<file path="config.mk">
export PLATFORM = sky130hd
export DESIGN_NAME = prog_fetch_seq
export DESIGN_NICKNAME = d
export VERILOG_FILES = /design/src/rtl/prog_fetch_seq.sv
export SDC_FILE = /design/constraint.sdc
export NUM_CORES = 1
export LEC_CHECK = 0
export BUFFER_PORTS_ARGS = -buffer_cell sky130_fd_sc_hd__buf_2
export CAP_MARGIN = 0
export CORE_ASPECT_RATIO = 0.6
export CORE_UTILIZATION = 55
export CTS_CLUSTER_DIAMETER = 150
export DETAILED_ROUTE_END_ITERATION = 8
export PLACE_DENSITY = 0.81
export SLEW_MARGIN = 20
export SYNTH_ARGS = -nofsm -noshare
export SYNTH_HDL_FRONTEND = slang
export SYNTH_SLANG_ARGS = --single-unit
</file>
<file path="constraint.sdc">
create_clock -name clk -period 3.84 [get_ports clk]
set_input_delay 0.384 -clock clk [delete_from_list [all_inputs] [get_ports clk]]
set_output_delay 0.384 -clock clk [all_outputs]
set_load 0.02 [all_outputs]
</file>
<file path="src/rtl/prog_fetch_seq.sv">
// Multi-program instruction store with a valid/ready fetch sequencer.
// start selects a slot; words stream out until OUT, an unwritten word, or the end of the slot.
module prog_fetch_seq #(
  parameter int INSTR_W = 8,
  parameter int NUM_PROGS = 4,
  parameter int PROG_DEPTH = 16,
  parameter logic [3:0] OPC_OUT = 4'b1011,
  localparam int PW = (NUM_PROGS > 1) ? $clog2(NUM_PROGS) : 1,
  localparam int AW = (PROG_DEPTH > 1) ? $clog2(PROG_DEPTH) : 1
) (
  input  logic               clk,
  input  logic               rst,
  input  logic               wr_en,
  input  logic [PW-1:0]      wr_prog,
  input  logic [AW-1:0]      wr_addr,
  input  logic [INSTR_W-1:0] wr_data,
  input  logic               start,
  input  logic [PW-1:0]      prog_sel,
  output logic [INSTR_W-1:0] instr,
  output logic               instr_valid,
  input  logic               instr_ready,
  output logic [AW-1:0]      pc,
  output logic               busy,
  output logic               done,
  output logic               error
);

  localparam int N = NUM_PROGS * PROG_DEPTH;
  localparam int IW = (N > 1) ? $clog2(N) : 1;
  localparam logic [AW-1:0] LAST = AW'(PROG_DEPTH - 1);

  typedef enum logic {IDLE, RUN} state_t;

  state_t state, state_n;

  logic [INSTR_W-1:0] mem [N];
  logic [N-1:0]       written;

  logic [PW-1:0]      p, p_n;
  logic [AW-1:0]      pc_n;
  logic [INSTR_W-1:0] instr_n;
  logic               valid_n, done_n, error_n;

  logic               wr_acc;
  logic [IW-1:0]      wr_idx;
  logic [PW-1:0]      f_prog;
  logic [AW-1:0]      f_addr;
  logic [IW-1:0]      f_idx;
  logic               f_hit, f_ok;
  logic [INSTR_W-1:0] f_word;

  function automatic logic [IW-1:0] idx_of(
    input logic [PW-1:0] pp,
    input logic [AW-1:0] aa
  );
    return IW'(pp) * IW'(PROG_DEPTH) + IW'(aa);
  endfunction

  assign busy   = (state == RUN);
  assign wr_acc = wr_en && (state == IDLE);
  assign wr_idx = idx_of(wr_prog, wr_addr);

  assign f_prog = (state == IDLE) ? prog_sel : p;
  assign f_addr = (state == IDLE) ? '0 : pc + AW'(1);
  assign f_idx  = idx_of(f_prog, f_addr);

  // A write landing in the same cycle as start is forwarded to the first fetch.
  assign f_hit  = wr_acc && (wr_prog == prog_sel) && (wr_addr == '0);
  assign f_ok   = f_hit || written[f_idx];
  assign f_word = f_hit ? wr_data : mem[f_idx];

  always_ff @(posedge clk) begin
    if (wr_acc) mem[wr_idx] <= wr_data;
  end

  always_ff @(posedge clk) begin
    if (rst) begin
      state       <= IDLE;
      written     <= '0;
      p           <= '0;
      pc          <= '0;
      instr       <= '0;
      instr_valid <= 1'b0;
      done        <= 1'b0;
      error       <= 1'b0;
    end else begin
      state       <= state_n;
      p           <= p_n;
      pc          <= pc_n;
      instr       <= instr_n;
      instr_valid <= valid_n;
      done        <= done_n;
      error       <= error_n;
      if (wr_acc) written[wr_idx] <= 1'b1;
    end
  end

  always_comb begin
    state_n = state;
    p_n     = p;
    pc_n    = pc;
    instr_n = instr;
    valid_n = instr_valid;
    done_n  = 1'b0;
    error_n = 1'b0;
    unique case (state)
      IDLE: begin
        if (start) begin
          p_n  = prog_sel;
          pc_n = '0;
          if (f_ok) begin
            state_n = RUN;
            instr_n = f_word;
            valid_n = 1'b1;
          end else begin
            done_n  = 1'b1;
            error_n = 1'b1;
          end
        end
      end
      RUN: begin
        if (instr_valid && instr_ready) begin
          if (instr[INSTR_W-1 -: 4] == OPC_OUT) begin
            state_n = IDLE;
            valid_n = 1'b0;
            done_n  = 1'b1;
          end else if (pc == LAST || !f_ok) begin
            state_n = IDLE;
            valid_n = 1'b0;
            done_n  = 1'b1;
            error_n = 1'b1;
          end else begin
            pc_n    = pc + AW'(1);
            instr_n = f_word;
          end
        end
      end
      default: state_n = IDLE;
    endcase
  end

endmodule

</file>
After elaboration in Yosys (flattened, before gate mapping)
Memories as Yosys holds them, arrays and structs flattened.
Index checks and enable logic that the tools add are counted.
Cells by class
  add/subtract/negate cells: 3
  order comparisons: 3
  equality and inequality tests: 9
  multiplexer cells: 41
  bitwise gates (word level): 2
  reduce and logical (&&, ||, !) cells: 13
Operators by type and width (number)
  64-bit OR: 1
  8-bit two-way mux: 6
  1-bit two-way mux: 21
  4-bit two-way mux: 5
  8-bit one-hot mux with 2 select lines: 1
  6-bit by 7-bit less-than comparator with 1-bit output, second input constant: 2
  6-bit by 4-bit adder with 6-bit output: 2
  4-bit equality test, second input constant: 2
  2-bit inequality test, second input constant: 4
  1-bit one-hot mux with 2 select lines: 4
  4-bit one-hot mux with 2 select lines: 1
  4-bit AND reduction: 2
  1-bit binary-select mux with 6-bit select: 1
  1-bit demux with 6-bit select: 1
  6-bit by 1-bit greater-or-equal comparator with 1-bit output, second input constant: 1
  1-bit logical AND: 5
  5-bit AND reduction: 1
  4-bit by 1-bit adder with 4-bit output, second input constant: 1
  4-bit logical NOT: 1
  3-bit by 1-bit inequality test with 1-bit output, second input constant: 1
  2-bit equality test: 1
  1-bit logical OR: 2
  2-bit two-way mux: 1
  2-bit by 1-bit inequality test with 1-bit output, second input constant: 1
  other kinds (3): 3
Storage, ports and cells
  flip-flop bits (word level): 82
  RAM bits: 512
  output and inout port bits: 16
  memories: 1
Memory list
  mem: depth 64, bits a word 8, rd ports 1, clocked after memory_dff 0, write ports 1, RTL line 36  | logic [INSTR_W-1:0] mem [N];

Longest topological paths before layout
Gate-level depths: netlist (run 1).
  word-level depth: 12
  mapped depth: 13

Worst setup path before layout (run 1)
No wires, ideal clock.
  path kind: flip-flop to flip-flop
  from: register pc[0]
  to: register pc[0]
  setup time: 0.121 ns
  data arrival time: 3.054 ns
  setup slack: 0.665 ns
  cell stages (with the launch flop): 12
  clock period less this slack: 3.175 ns
  path through: dfxtp_1 > ha_1 > xor2_2 > mux2_1 > o211a_1 > a211oi_1 > a22oi_1 > or3_1 > buf_2 > and3_1 > buf_6 > mux2_4
On the way
  longest elaborated chain between the ends: 10
  elaborated cells between the ends (all ways): 15
RTL lines
  start, declared: RTL line 22  | output logic [AW-1:0] pc,
  start signal, assigned: RTL line 89  | pc <= pc_n;
  4-bit by 1-bit adder with 4-bit output: RTL line 64, 133
  4-bit two-way mux: RTL line 64  | assign f_addr = (state == IDLE) ? '0 : pc + AW'(1);
  6-bit by 4-bit adder with 6-bit output: RTL line 56  | return IW'(pp) * IW'(PROG_DEPTH) + IW'(aa);
  1-bit binary-select mux with 6-bit select: RTL line 69  | assign f_ok = f_hit || written[f_idx];
  1-bit two-way mux (not written as such): RTL line 69
  1-bit logical OR: RTL line 69
  1-bit logical NOT: RTL line 127  | end else if (pc == LAST || !f_ok) begin
  1-bit logical OR: RTL line 127
  2-bit inequality test (no line)
  4-bit AND reduction (no line)
Parallel ways exist; a longest one is shown, timed or not. The select of a mux whose other input is x is not followed.
A chain may end at the register's enable or synchronous reset.

Worst setup path after layout (run 1)
  from: register pc[0]
  to: register pc[1]
Same word-level chain as after synthesis.

==> results.md, run 1 <==
- Largest net degree at the start of global routing: 65
- Share of the synthesized area in the top cell type: about two thirds
- Max incr delay on CP: around 0.52 ns
- Initial detailed-routing violation count: around 2400
- Final setup fails: 0
- Area leader, netlist: edfxtp_1
- Post-CTS Setup Inserts: 0
- Leak Pwr: 8.613 nW
- WL per Instance: 27.55 um
- CP endpoint: pc[1]$_SDFFE_PP0P_
- Share of cells above drive strength 1: 17.25%
- Die height: roughly 160 um
- # hold bufs at CTS: 0
- Critical path type: reg -> reg
- Vias in the first global route: between 10000 and 15000
- Final #Nets: 1690
- DR pass1 iterations: 9
- Final antenna-violating net count: 0
- Setup TNS: 0 ns
- Max-cap violations: 0
- Post-cts gate resize count: 0
- Max IR drop VDD: approximately 0.63 mV
- Worst clock skew: between 0.02 and 0.025 ns
- Async SR Flop Fraction: 0%
- Worst Path Max Fanout: 33
- Post-DP HPWL: between 40000 and 50000 um
- Synth area leaders: edfxtp_1, dfxtp_1, mux4_2
- Most instantiated cells after synthesis: edfxtp_1, nor2_1, nand2_1
- Number of synthesized flops with an enable pin: roughly 510
- Slew Viols, Final: 0
- Avg Synthesized Cell Area: between 10 and 15 sq um
- Critical path depth in cells: 10
- Core area: 42240 sq um
- CP delay by family, top: simple AND/OR/NAND/NOR gates
- Worst setup EP type: flip-flop
- Ports: 37
- Layout Utilization: 62.51%
- Full die area: ~44000 sq um
- Fmax: between 200 and 300 MHz
- CTS clk-pin slew, worst paths: ~0.070 ns
- Routed via count: 14706
- Tcrit/Tclk final: a little over 90%
- Mapped Area: around 24000 sq um
- Hold Path Class: in -> reg
- R2r setup slk: around 0.28 ns
- DRC viols: 0
- RSZ-0062 raised after global routing: false
- Critical path startpoint category: flip-flop
- GRT Total Usage: between 20 and 30%
- Starting Density: 56.20%
- Num CTS Buffers: 50
- Slew margin rel.: 27.60%
- Synth warnings: 0
- Final hold slack: between 0.03 and 0.04 ns
- H-Tree Depth: 2
- Register area share after synthesis: 71.69%
- Power Density: ~490 nW/um^2
- Status: completed
- Slowest-stage cell, CP: dfxtp_4
- Most common cell in the netlist: edfxtp_1
- CP Cell Sequence: ha_1 -> xor2_4 -> buf_4 -> mux2_2 -> o2111ai_1 -> o22a_1 -> a22oi_1 -> or3_1 -> and3_1 -> mux2_4
- DR vias/cell: 6.439
- Clock buffer depth: 3
- CTS Sinks: between 500 and 600
- Die width: around 270 um
- FF+latch count, synth: ~590
- Overflow after GRT: 0
- Area grow syn2layout: 11.23%
- R2r endpoint: pc[1]$_SDFFE_PP0P_
- Min Tclk post-route: between 3 and 4 ns
- Dominant synthesized flop cell: edfxtp_1
- Reg2reg start: pc[0]$_SDFFE_PP0P_
- Yosys cell types: between 50 and 60
- Crit path buffers/inverters: 1
- Port Buf Inserts: 36
- Drt total wl: 62930 um
- CTS tree: done
- DP Worst Slack: approximately 0.32 ns
- Final Hold Violating Endpoints: 0
- Critical Path Source: pc[0]$_SDFFE_PP0P_
- Synth Instances: roughly 1600
- First-pass GRT wire length: a little over 90000 um
- # rows: just under 60
- WP data arrival: 4.02 ns
- Clock Latency Late Sink: 0.60 ns
- CTS Root Cell: clkbuf_16
- Final Wtd Congestion: around 1.0
- Critical Path RT: 4.30 ns
- Worst-Margin Slew: about 1.1 ns
- Final WS setup: approximately 0.28 ns
- Initial antenna violation count: 4
- Cells on worst reg2reg path: 10
- Syn_nets: roughly 1600
[worst min path at each step]
stage	from	endpoint	cells past startpoint
6_report	instr_ready	busy$_SDFF_PP0_	2
5_1_grt	instr_ready	busy$_SDFF_PP0_	2
4_1_cts	instr_ready	busy$_SDFF_PP0_	2
3_5_place_dp	written[9]$_SDFFE_PP0N_	written[9]$_SDFFE_PP0N_	2
3_3_place_gp	written[19]$_SDFFE_PP0N_	written[19]$_SDFFE_PP0N_	2
2_1_floorplan	written[20]$_SDFFE_PP0N_	written[20]$_SDFFE_PP0N_	2
[cells by family after synthesis]
group / synth area share [%]
compound gates: 6.136
xor+xnor: 0.2953
fa+ha+maj: 0.05271
buf+inv: 1.940
flops: 71.69
mux: 9.974
simple gates: 9.910
[flip-flops by register name (all words and copies together), names as in the netlist]
| signal | flops |
|---|---|
| busy | 1 |
| done | 1 |
| error | 1 |
| instr | 8 |
| instr_valid | 1 |
| mem | 512 |
| p | 2 |
| pc | 4 |
| written | 64 |
[final cells by class]
class                           instances  area (sq um)
Sequential cell                       594         17020
Fill cell                            3032         15830
Multi-Input combinational cell        916          6305
Clock buffer                           63          1321
Timing Repair Buffer                  102         713.2
Tap cell                              570         713.2
Clock inverter                         31         302.8
Inverter                                4         15.01
Antenna cell                            4         10.01
[layer usage]
layer	up-vias	GRT usage (%)	share of wire, %
met4	0	6.626	2.1
li1	6255	-	-
met3	100	10.84	15
met5	-	0	0
met1	7342	42.33	40
met2	1009	40.09	43
[cells in the final DEF (no fill, tap or decap), drive strengths merged, types with 4 or more instances in the layout]
cell and n:
edfxtp 512, nor2 203, nand2 173, buf 102, nand3 87, dfxtp 82, mux4 65, clkbuf 63
mux2i 55, a31oi 44, a21oi 40, o21ai 35, mux2 30, nor3 23, a221oi 20, clkinv 18
o22ai 16, o21ba 15, nor2b 12, nor4 10, a211o 10, nand2b 10, o211ai 8, inv 8
a211oi 7, and3 7, bufinv 5, diode 4, nand3b 4, nor3b 4, clkinvlp 4, xor2 4
[stage by stage]
| step | cell area (sq um) | power, mW | std cells |
|---|---|---|---|
| detailed placement | 24770 | 7.803 | 2186 |
| floorplan | 23740 | 7.489 | 1612 |
| global route | 26400 | 13.09 | 2282 |
| CTS | 26390 | 12.82 | 2280 |
| finish | 26400 | 12.82 | 2284 |
| global placement | 24770 | 7.785 | 2186 |
[report_power, final]
group	internal [mW]	switching, mW
combinational	0.176	0.459
clock	2.80	2.33
sequential	7.03	0.0247
total	10.0	2.82
(Power assumes the default switching activity.)
==> inputs of run 2 (changes only) <==
Clock period 3.84 ns to 3.85 ns, I/O delays scaled along.
==> run 2 against run 1 <==
Combinational power increased by 1%; clock skew is 0.00055 ns lower; critical endpoint is now pc[2]$_SDFFE_PP0P_; register-to-register slack worse by 0.07 ns.
==> results.md, run 2 (synthesized netlist as in run 1, its figures left out) <==
- Status: completed
- DRC viols: 0 (unchanged)
- Final Wtd Congestion: 1.044 (+3.5%)
- Die height: 162.9 um (unchanged)
- Layout Cell Area excl Fill: 26470 sq um (+0.27%)
- Initial antenna violation count: 6 (+2)
- Post-DP HPWL: 40590 um (-1.2%)
- R2r setup slk: 0.21 ns (-0.07 ns)
- Worst Hold End: busy$_SDFF_PP0_
- Critical Path RT: 4.32 ns (+0.02 ns)
- Worst-Margin Slew: 1.067 ns (-0.01095 ns)
- Hold Path Depth: 2 (unchanged)
- WP data arrival: 4.11 ns (+0.09 ns)
- Worst Path Max Fanout: 17 (-48%)
- GRT Total Usage: 28.62% (about the same)
- CTS Root Cell: clkbuf_16
- Slew margin rel.: 28.34% (+0.74 points)
- # rows: 58 (unchanged)
- Hold Path Class: in -> reg
- Setup TNS: 0 ns (unchanged)
- Largest net degree at the start of global routing: 70 (+7.7%)
- DR top layer: met5
- Final Hold Violating Endpoints: 0 (unchanged)
- Wire length on met3: 9301 um (-1.3%)
- Overflow after GRT: 0 (unchanged)
- Fmax: 275.0 MHz (-2.2%)
- Reg2reg start: pc[1]$_SDFFE_PP0P_
- Starting Density: 56.20% (unchanged)
- Min Tclk post-route: 3.636 ns (+0.07930 ns)
- Drt total wl: 62360 um (-0.90%)
- Commonest non-fill, non-tap cell in the layout: edfxtp_1
- WL met1: 25430 um (about the same)
- Slowest-stage cell, CP: a211oi_1
- Power Density: 484.5 nW/um^2 (-0.26%)
- Port Buf Inserts: 36 (unchanged)
- DR vias/cell: 6.423 (-0.25%)
- Layout Utilization: 62.68% (+0.17 points)
- RSZ-0062 raised after global routing: false
- CTS tree: done
- Final WS setup: 0.2139 ns (-0.06930 ns)
- Critical path type: reg -> reg
- Ports: 37 (unchanged)
- Leak Pwr: 8.639 nW (+0.31%)
- DP Worst Slack: 0.3832 ns (+0.06148 ns)
- Clock Latency Late Sink: 0.59 ns (about the same)
- Post-cts gate resize count: 0 (unchanged)
- Num CTS Buffers: 51 (+2.0%)
- CP Cell Sequence: ha_1 -> xor2_4 -> nand2_2 -> a211oi_1 -> o22a_1 -> a22oi_1 -> or3_1 -> and3_1 -> mux2_4
- Tcrit/Tclk final: 94.44% (+1.8 points)
- Worst hold start: instr_ready
- Largest register by flop count: mem
- Max IR drop VDD: 0.4031 mV (-36%)
- WL per Instance: 27.28 um (-0.99%)
- Clock buffer depth: 3 (unchanged)
- Slew Viols, Final: 0 (unchanged)
- Commonest cells after routing, fill and taps aside: edfxtp_1, nor2_1, nand2_1
- Share of cells above drive strength 1: 17.58% (+0.33 points)
- Largest registers: mem: 512 flops, written: 64 flops, instr: 8 flops
- Vias in the first global route: 14031 (+1.1%)
- Final setup fails: 0 (unchanged)
- Met2 wire length: 26070 um (-2.5%)
- CTS Sinks: 594 (unchanged)
- Area post-placement: 24820 sq um (+0.19%)
- First-pass GRT wire length: 91400 um (+0.22%)
- Final antenna-violating net count: 0 (unchanged)
- H-Tree Depth: 2 (unchanged)
- Worst setup EP type: flip-flop
- Routed via count: 14682 (-0.16%)
- Max-cap violations: 0 (unchanged)
- Worst clock skew: 0.02320 ns (-0.0005537 ns)
- Initial detailed-routing violation count: 2270 (-4.1%)
- Max reg flops: 512 (unchanged)
- Core area: 42240 sq um (unchanged)
- R2r endpoint: pc[2]$_SDFFE_PP0P_
- Area grow syn2layout: 11.53%
- Post-CTS Setup Inserts: 0 (unchanged)
- # hold bufs at CTS: 0 (unchanged)
- Full die area: 44020 sq um (unchanged)
- DR pass1 iterations: 6 (-3)
- Final #Nets: 1693 (+0.18%)
- Cells on worst reg2reg path: 9 (-1)
- Critical path startpoint category: flip-flop
- Max incr delay on CP: 0.52 ns (about the same)
- CTS clk-pin slew, worst paths: 0.07 ns (about the same)
- Die width: 270.2 um (unchanged)
run 2: critical path, delay by kind of cell, from the launching register on:
kind | cells | cell delay, ns
compound gates | 3 | 0.85
xor+xnor | 1 | 0.51
fa+ha+maj | 1 | 0.34
flops | 1 | 0.38
mux | 1 | 0.33
simple gates | 3 | 1.12
run 2: worst max-delay path by stage:
stage / startpoint / to / slack (ns)
finish: pc[1]$_SDFFE_PP0P_ / pc[2]$_SDFFE_PP0P_ / 0.21
global route: pc[1]$_SDFFE_PP0P_ / pc[1]$_SDFFE_PP0P_ / 0.09
CTS: pc[1]$_SDFFE_PP0P_ / pc[2]$_SDFFE_PP0P_ / 0.36
detailed placement: pc[1]$_SDFFE_PP0P_ / pc[3]$_SDFFE_PP0P_ / 0.38
global placement: pc[1]$_SDFFE_PP0P_ / pc[0]$_SDFFE_PP0P_ / 0.45
floorplan: pc[0]$_SDFFE_PP0P_ / pc[0]$_SDFFE_PP0P_ / 0.67
run 2: layout make-up:
cell class	count	area [sq um]
fill	3007	15760
inverter	4	15.01
timing repair buffer	104	768.2
clock buffer	71	1421
tap	570	713.2
antenna	4	10.01
sequential	594	17020
clock inverter	23	224.0
multi-input combinational	916	6300
run 2: power by group:
group,switching (mW),total [mW],leakage [nW],internal [mW]
registers,0.0205,7.04,5.27,7.01
logic,0.464,0.643,2.58,0.179
clock network,2.35,5.15,0.789,2.80
total,2.83,12.8,8.64,9.99
run 2: per-layer routing:
layer	global-route usage, %	vias to the layer above
met5	0	-
met4	8.064	2
met3	11.40	129
met2	39.00	972
met1	42.39	7318
li1	-	6261
run 2: per-stage QoR:
stage,instances,hold slack (ns),total power [mW]
6_report,2286,0.04103,12.83
5_1_grt,2286,0.03411,13.12
4_1_cts,2282,0.02066,12.83
3_5_place_dp,2188,0.4538,7.788
3_3_place_gp,2188,0.4422,7.770
2_1_floorplan,1612,0.4311,7.470
==> inputs of run 3 (changes only) <==
Settings changed: CTS_BUF_LIST set to sky130_fd_sc_hd__clkbuf_16, CTS_CLUSTER_DIAMETER 150 to 40.
Clock period 3.85 ns to 4.2 ns, I/O delays scaled along.
==> run 3 against run 2 <==
The run now ends with DRC left; power shrank 8.5%; wire length is essentially flat; register-to-register slack gained 0.29 ns; utilization shrank 0.37 points; clock skew grew 0.0079 ns; highest routed layer is now met4; cell count shrank 0.70%; setup slack gained 0.29 ns; non-clock buffer count shrank 20; combinational power shrank 11%; critical endpoint unchanged; largest power group unchanged; first-iteration DRC count grew 7.7%; die area is the same.
==> results.md, run 3 (synthesized netlist as in run 1, its figures left out) <==
- Min Tclk post-route: 3.692 ns (+0.05564 ns)
- DR pass1 iterations: 8 (+2)
- Routed via count: 14704 (+0.15%)
- Worst-Margin Slew: 1.053 ns (-0.01333 ns)
- WL per Instance: 27.46 um (+0.66%)
- Final Hold Violating Endpoints: 0 (unchanged)
- Final antenna-violating net count: 0 (unchanged)
- Overflow after GRT: 0 (unchanged)
- Max IR drop VDD: 0.4262 mV (+5.7%)
- DR vias/cell: 6.478 (+0.86%)
- Clock buffer depth: 3 (unchanged)
- Max reg flops: 512 (unchanged)
- FF/Latch Area: 17020 sq um (unchanged)
- Slew Viols, Final: 0 (unchanged)
- GRT Total Usage: 28.65% (about the same)
- Commonest cells after routing, fill and taps aside: edfxtp_1, nor2_1, nand2_1
- Num CTS Buffers: 51 (unchanged)
- CTS Sinks: 594 (unchanged)
- Largest net degree at the start of global routing: 70 (unchanged)
- Area grow syn2layout: 10.88%
- Commonest non-fill, non-tap cell in the layout: edfxtp_1
- Layout Cells excl Fill: 2270 (-0.70%)
- Critical Path Source: pc[0]$_SDFFE_PP0P_
- Full die area: 44020 sq um (unchanged)
- Max-cap violations: 0 (unchanged)
- Post-DP HPWL: 40830 um (+0.59%)
- Starting Density: 56.20% (unchanged)
- H-Tree Depth: 2 (unchanged)
- Vias in the first global route: 13913 (-0.84%)
- Failing checks: DRC
- Post-cts gate resize count: 0 (unchanged)
- Leak Pwr: 8.579 nW (-0.69%)
- Final WS setup: 0.5083 ns (+0.2944 ns)
- Post-CTS Setup Inserts: 0 (unchanged)
- Drt total wl: 62330 um (about the same)
- Final #Nets: 1673 (-1.2%)
- Die height: 162.9 um (unchanged)
- Footprint of the multi-input gates: 6314 sq um (+0.22%)
- Worst hold start: instr_ready
- Critical Path RT: 4.67 ns (+0.35 ns)
- Worst setup EP type: flip-flop
- Initial antenna violation count: 7 (+1)
- CTS tree: done
- Final hold slack: 0.09219 ns (+0.05116 ns)
- Initial detailed-routing violation count: 2444 (+7.7%)
- RSZ-0062 raised after global routing: false
- Tot Pwr: 11.73 mW (-8.5%)
- Worst Path Max Fanout: 27 (+10)
- Ports: 37 (unchanged)
- # fillers: 3030 (+0.76%)
- DRC viols: 1 (+1)
- # hold bufs at CTS: 0 (unchanged)
- Power Density: 445.8 nW/um^2 (-8.0%)
- Cells on worst reg2reg path: 10 (+1)
- Worst clock skew: 0.03112 ns (+0.007925 ns)
- WP data arrival: 4.16 ns (+0.05 ns)
- First-pass GRT wire length: 91610 um (+0.23%)
- CTS clk-pin slew, worst paths: 0.07 ns (about the same)
- Slew margin rel.: 29.52% (+1.2 points)
- CTS Root Cell: clkbuf_16
- Largest register by flop count: mem
- Reg2reg start: pc[0]$_SDFFE_PP0P_
- Hold Path Depth: 2 (unchanged)
- Hold Path Class: in -> reg
- Share of cells above drive strength 1: 16.47% (-1.1 points)
- Die width: 270.2 um (unchanged)
- Setup TNS: 0 ns (unchanged)
- Clock Latency Late Sink: 0.59 ns (about the same)
- Port Buf Inserts: 36 (unchanged)
- Critical path type: reg -> reg
- Fmax: 270.9 MHz (-1.5%)
- Final setup fails: 0 (unchanged)
- Final Wtd Congestion: 1.067 (+2.1%)
- Core area: 42240 sq um (unchanged)
- # rows: 58 (unchanged)
- Tcrit/Tclk final: 87.90% (-6.5 points)
- Status: finished, violations left
- DP Worst Slack: 0.6437 ns (+0.2605 ns)
- Critical path startpoint category: flip-flop
- Placed Cells: 2168 (-0.91%)
- Largest registers: mem: 512 flops, written: 64 flops, instr: 8 flops
[run 3: area by class of cell]
class | instances | share of cell area (%)
Timing Repair Buffer | 84 | 2.197
Tap cell | 570 | 2.710
Clock inverter | 44 | 1.365
Clock buffer | 52 | 4.945
Multi-Input combinational cell | 916 | 23.99
Inverter | 4 | 0.05705
Antenna cell | 6 | 0.05705
Sequential cell | 594 | 64.68
[run 3: critical path: stages, from the launching register on]
cell,delay (ns)
dfxtp_4,0.35
ha_1,0.30
xnor2_2,0.53
buf_4,0.42
o21ai_0,0.16
o22a_1,0.26
o32a_1,0.18
a22oi_1,0.37
or3_1,0.31
and3_1,0.35
mux2_4,0.33
[run 3: per-stage QoR]
step	utilization (%)	area (sq um)
after floorplan	-	23740
after global placement	58.32	24630
after detailed placement	58.32	24630
after CTS	62.25	26290
after global routing	62.30	26310
final	62.31	26320
[run 3: report_power, final]
group	internal [mW]	switching, mW
clock	2.57	2.14
combinational	0.152	0.419
sequential	6.43	0.0191
[run 3: routing by layer]
layer	part of all wire, %	GRT usage, %	vias to the layer above
met3	14	9.878	117
met1	42	43.83	7368
met4	2.2	7.011	0
met2	42	39.16	983
met5	0	0	-
li1	-	-	6236
[run 3: path summary, 6_finish.rpt]
path                              end  slack, ns
max                pc[2]$_SDFFE_PP0P_       0.51
min                   busy$_SDFF_PP0_       0.09
max reg2reg        pc[2]$_SDFFE_PP0P_       0.51
min reg2reg  written[40]$_SDFFE_PP0N_       0.47
